===== src/rtl/gray_pkg.sv =====
// gray_pkg: shared definitions for the Gray-code receive tracker.
//   state_t       - tracker FSM states (IDLE, TRACK, FAULT)
//   GRAY_WIDTH    - default Gray/binary bus width
package gray_pkg;

    localparam int GRAY_WIDTH = 3;

    typedef enum logic [1:0] {
        IDLE  = 2'b00,
        TRACK = 2'b01,
        FAULT = 2'b10
    } state_t;

endpackage : gray_pkg


===== src/rtl/gray2bin.sv =====
// gray2bin: purely combinational Gray-to-binary decoder.
// Ports:
//   gray  in  WIDTH  Gray-coded value
//   bin   out WIDTH  binary equivalent
module gray2bin #(
    parameter int WIDTH = 3
) (
    input  logic [WIDTH-1:0] gray,
    output logic [WIDTH-1:0] bin
);

    // Each binary bit is the XOR of all Gray bits at or above it; writing it
    // as a reduction avoids a ripple through the output vector itself.
    for (genvar gi = 0; gi < WIDTH; gi++) begin : g_bit
        assign bin[gi] = ^gray[WIDTH-1:gi];
    end

endmodule : gray2bin


===== src/rtl/gray_tracker.sv =====
// gray_tracker: samples a Gray-coded count bus, decodes it and checks that
// each new sample is unchanged or exactly one forward step (mod 2^WIDTH).
// Illegal jumps latch Error and freeze the tracker until Clear/Reset;
// an accepted top-to-zero step latches Wrap.
//
// Ports:
//   Clk        in   1            rising-edge clock
//   Reset      in   1            synchronous active-high reset
//   Valid      in   1            GrayIn is sampled this cycle
//   GrayIn     in   WIDTH        Gray-coded count
//   Clear      in   1            clears Error/Wrap/StepCount, back to IDLE
//   Binary     out  WIDTH        last accepted value (binary)
//   Step       out  1            one-cycle pulse per accepted forward step
//   Wrap       out  1            sticky wrap-around flag
//   Error      out  1            sticky illegal-transition flag
//   StepCount  out  COUNT_WIDTH  saturating count of accepted steps
//
// Build option: GRAY_TRACKER_COUNT_EN builds the StepCount counter; when
// undefined, StepCount is tied to zero and the port list is unchanged.
module gray_tracker
    import gray_pkg::*;
#(
    parameter int WIDTH       = GRAY_WIDTH,
    parameter int COUNT_WIDTH = 8
) (
    input  logic                   Clk,
    input  logic                   Reset,
    input  logic                   Valid,
    input  logic [WIDTH-1:0]       GrayIn,
    input  logic                   Clear,
    output logic [WIDTH-1:0]       Binary,
    output logic                   Step,
    output logic                   Wrap,
    output logic                   Error,
    output logic [COUNT_WIDTH-1:0] StepCount
);

    state_t           state_reg, state_next;
    logic [WIDTH-1:0] binary_reg, binary_next;
    logic             step_reg, step_next;
    logic             wrap_reg, wrap_next;
    logic             error_reg, error_next;

    logic [WIDTH-1:0] decoded;
    logic [WIDTH-1:0] successor;

    gray2bin #(.WIDTH(WIDTH)) u_gray2bin (
        .gray (GrayIn),
        .bin  (decoded)
    );

    // WIDTH-bit add, so the top code naturally rolls over to zero.
    assign successor = binary_reg + {{(WIDTH-1){1'b0}}, 1'b1};

    always_comb begin
        state_next  = state_reg;
        binary_next = binary_reg;
        step_next   = 1'b0;
        wrap_next   = wrap_reg;
        error_next  = error_reg;

        // Clear outranks any sample arriving in the same cycle; Binary holds.
        if (Clear) begin
            state_next = IDLE;
            wrap_next  = 1'b0;
            error_next = 1'b0;
        end else begin
            case (state_reg)
                IDLE: begin
                    // First sample only establishes the reference value.
                    if (Valid) begin
                        binary_next = decoded;
                        state_next  = TRACK;
                    end
                end
                TRACK: begin
                    if (Valid && (decoded != binary_reg)) begin
                        if (decoded == successor) begin
                            binary_next = decoded;
                            step_next   = 1'b1;
                            if (binary_reg == {WIDTH{1'b1}}) begin
                                wrap_next = 1'b1;
                            end
                        end else begin
                            error_next = 1'b1;
                            state_next = FAULT;
                        end
                    end
                end
                FAULT: begin
                    error_next = 1'b1;
                end
                default: begin
                    state_next = IDLE;
                end
            endcase
        end
    end

    always_ff @(posedge Clk) begin
        if (Reset) begin
            state_reg  <= IDLE;
            binary_reg <= '0;
            step_reg   <= 1'b0;
            wrap_reg   <= 1'b0;
            error_reg  <= 1'b0;
        end else begin
            state_reg  <= state_next;
            binary_reg <= binary_next;
            step_reg   <= step_next;
            wrap_reg   <= wrap_next;
            error_reg  <= error_next;
        end
    end

`ifdef GRAY_TRACKER_COUNT_EN
    logic [COUNT_WIDTH-1:0] count_reg;

    // step_next is high exactly when a forward step is accepted.
    always_ff @(posedge Clk) begin
        if (Reset || Clear) begin
            count_reg <= '0;
        end else if (step_next && (count_reg != {COUNT_WIDTH{1'b1}})) begin
            count_reg <= count_reg + {{(COUNT_WIDTH-1){1'b0}}, 1'b1};
        end
    end

    assign StepCount = count_reg;
`else
    assign StepCount = '0;
`endif

    assign Binary = binary_reg;
    assign Step   = step_reg;
    assign Wrap   = wrap_reg;
    assign Error  = error_reg;

endmodule : gray_tracker


===== config.mk =====
export PLATFORM = sky130hd
export DESIGN_NAME = gray_tracker
export DESIGN_NICKNAME = d
export VERILOG_FILES = /design/src/rtl/gray_pkg.sv /design/src/rtl/gray2bin.sv /design/src/rtl/gray_tracker.sv
export SDC_FILE = /design/constraint.sdc
export NUM_CORES = 1
export LEC_CHECK = 0
export ABC_AREA = 1
export CAP_MARGIN = 10
export CORE_UTILIZATION = 39
export CTS_CLUSTER_SIZE = 20
export DETAILED_ROUTE_END_ITERATION = 8
export PLACE_DENSITY = 0.78
export SLEW_MARGIN = 20
export SYNTH_ARGS = -nofsm -noshare
export SYNTH_HDL_FRONTEND = slang
export SYNTH_HIERARCHICAL = 1
export SYNTH_SLANG_ARGS = --single-unit

===== constraint.sdc =====
create_clock -name Clk -period 1.4 [get_ports Clk]
set_input_delay 0.28 -clock Clk [delete_from_list [all_inputs] [get_ports Clk]]
set_output_delay 0.28 -clock Clk [all_outputs]
set_load 0.005 [all_outputs]

==> impl_metrics.json <==
{
  "htree_levels": 1,
  "clock-sinks": 8,
  "ys_seq_area_share_pct": 26.23,
  "start_util_pct": 44.16,
  "grt_pass1_wl_um": 2553,
  "viasPerCell": 4.850,
  "core_region_area_um2": 1383,
  "multi_input_area_um2": 451.7,
  "ant_nets": 0,
  "met1_length_um": 611,
  "clock_skew_ps": 2.808,
  "vias": 679,
  "start_kind": "flop",
  "end_kind": "flop",
  "cp.arrival_ps": 1740,
  "cts_buffer_depth": 2,
  "antennaDiodeCount": 0,
  "clk_latency_ps": 260,
  "postLayoutCoreUtil_pct": 66.88,
  "largest_reg_flops": 3,
  "die_y_um": 41.57,
  "dieWidth_um": 41.57,
  "gp_congestion": 0.8212,
  "slew_viol_final": 0,
  "rsz0062_at_grt": "yes",
  "synth.avg_cell_area_um2": 6.106,
  "num_rows": 13,
  "netlist_instances": 100,
  "post-place-cells": 134,
  "fin_ws_ps": -148.3,
  "cts_tree": "yes",
  "drc": 0,
  "final_cells": 140,
  "dpl.hpwl_um": 1068,
  "dr.pass1.iters": 4,
  "fin_crit_sh_pct": 110.6,
  "finalSetupViolCount": 7,
  "p_leak_uw": 0.0004534,
  "io_buffers": 12,
  "crit_type": "reg -> reg",
  "finalHoldViolations": 0,
  "seq_area_um2": 167.7,
  "outcome": "finished, violations left",
  "r2r_cells": 10,
  "first_global_vias": 621,
  "yosysUniqueCellTypes": 18,
  "max_freq_mhz": 645.9,
  "grt-ovfl-total": 0,
  "ctsHoldBuffers": 0,
  "holdPathStages": 2,
  "grt_usage_pct": 19.37,
  "hold_class": "reg -> reg",
  "io_pins": 21,
  "violations": "negative setup slack",
  "crit_required_ps": 1590,
  "die_area_um2": 1728,
  "maxCapViolations": 0,
  "post-route-min-period_ps": 1548,
  "route.met2.wl_um": 714,
  "synth-seq-cells": 8,
  "met3_length_um": 113,
  "grt_antenna_before_repair": 0,
  "wl_um": 1456,
  "syn-cell-area_um2": 610.6,
  "crit_fanout": 3,
  "filler_cell_count": 120,
  "grt_start_max_net_pins": 6,
  "peakVddDrop_v": 0.0003914,
  "area_growth_pct": 51.43,
  "powerDensity_nw_per_um2": 748.6,
  "drtIter0Drc": 14,
  "drt-wirelength-per-cell_um": 10.40,
  "cts_buffers": 3,
  "yosysWarnings": 6,
  "dr.max_layer_used": "met4",
  "nets": 135,
  "layout-drive-gt1-share_pct": 34.40,
  "clockRootBuffer": "clkbuf_4",
  "clk_pin_slew_ps": 60
}
==> placed cells by master, fill, tap and decap left out <==
cell             Yosys  layout
clkdlybuf4s15_1      0       1
nor2_2               2       3
nor3_4               0       1
a21boi_2             0       1
nand2_1             30      21
o21bai_4             0       1
clkdlybuf4s50_1      0       6
nand2_2              1      10
buf_4                9      10
xnor2_4              0       1
dlygate4sd2_1        0       5
ha_4                 0       2
nor2_4               0       2
clkbuf_4             0       3
dfxtp_4              0       1
nand3_1              6       5
dfxtp_1              8       4
nor2_1              16      13
buf_6                0       1
inv_2                0       2
conb_1               1       8
nor3_1               1       1
dfxtp_2              0       3
a21oi_1              2       2
nand4_1              1       1
clkbuf_1             0       1
nand3_2              1       2
inv_1               16      14
==> synthesized netlist by cell type (all sizes together) <==
library cell | n | share of area [%]
a21oi | 2 | 1.6
nor3 | 2 | 2.5
buf | 9 | 11
xnor2 | 1 | 2.7
o21bai | 1 | 1.2
ha | 2 | 4.1
inv | 16 | 9.8
nand4 | 1 | 1.0
nor2 | 18 | 12
nand2 | 31 | 19
a21boi | 1 | 1.2
conb | 1 | 0.61
nand3 | 7 | 6.6
dfxtp | 8 | 26
==> stage by stage <==
| stage | power (uW) | TNS (ps) | hold slack (ps) | cell area (um2) | setup WS, ps |
|---|---|---|---|---|---|
| after floorplan | 389.4 | -37.69 | 431.5 | 675.6 | -15.11 |
| after global placement | 453.0 | -3590 | 436.9 | 814.5 | -516.5 |
| after detailed placement | 458.8 | -3941 | 445.1 | 814.5 | -565.1 |
| after CTS | 677.2 | -604.8 | 453.2 | 897.1 | -126.0 |
| after global routing | 743.1 | -1438 | 473.6 | 924.6 | -242.4 |
| final | 692.1 | -711.5 | 448.6 | 924.6 | -148.3 |
==> cell families (layout without fill, tap and decap cells) <==
| family | after synthesis | in the layout | synth area share (%) |
|---|---|---|---|
| buf+inv | 25 | 43 | 20.90 |
| other cells | 1 | 8 | 0.6142 |
| compound gates | 4 | 4 | 4.099 |
| xor+xnor | 1 | 1 | 2.665 |
| fa+ha+maj | 2 | 2 | 4.098 |
| simple gates | 59 | 59 | 41.39 |
| flops | 8 | 8 | 26.23 |
==> critical path, cell delays in order, from the launching register on <==
cell and delay, ps:
dfxtp_4 350, ha_4 160, ha_4 270, nand2_2 40
nand2_2 70, nand3_2 100, nand2_2 110, nand2_2 70
nor2_4 150, nor2_1 50, nor2_1 100
==> path summary, 6_finish.rpt <==
kind | to | slack [ps] | startpoint
max | Binary[2] | -150 | Binary[0]
min | Error | 450 | Error
max reg2reg | Binary[2] | -150 | Binary[0]
min reg2reg | Error | 450 | Error
==> final cells by class <==
cell class,count,area share (%)
Clock buffer,4,2.842
Inverter,16,6.495
Tap cell,15,2.030
Sequential cell,8,18.13
Multi-Input combinational cell,74,48.85
Timing Repair Buffer,23,21.65
==> where the power goes <==
part,total (uW),leakage [uW],internal [uW],switching (uW)
registers,246,0.0000671,238,8.23
logic,250,0.000371,122,128
clock network,196,0.0000150,110,86.3
==> layer usage <==
| metal | track usage [%] | vias up |
|---|---|---|
| li1 | - | 337 |
| met1 | 22.40 | 305 |
| met2 | 30.94 | 33 |
| met3 | 8.261 | 4 |
| met4 | 8.387 | 0 |
| met5 | 0 | - |
==> what timing repair did <==
item | in CTS | in global routing
pin swaps | 15 | 5
gates resized for setup | 22 | 7
setup buffers | 2 | 0
setup endpoints to repair | 11 | 9
Power figures use the tool's default switching activity.
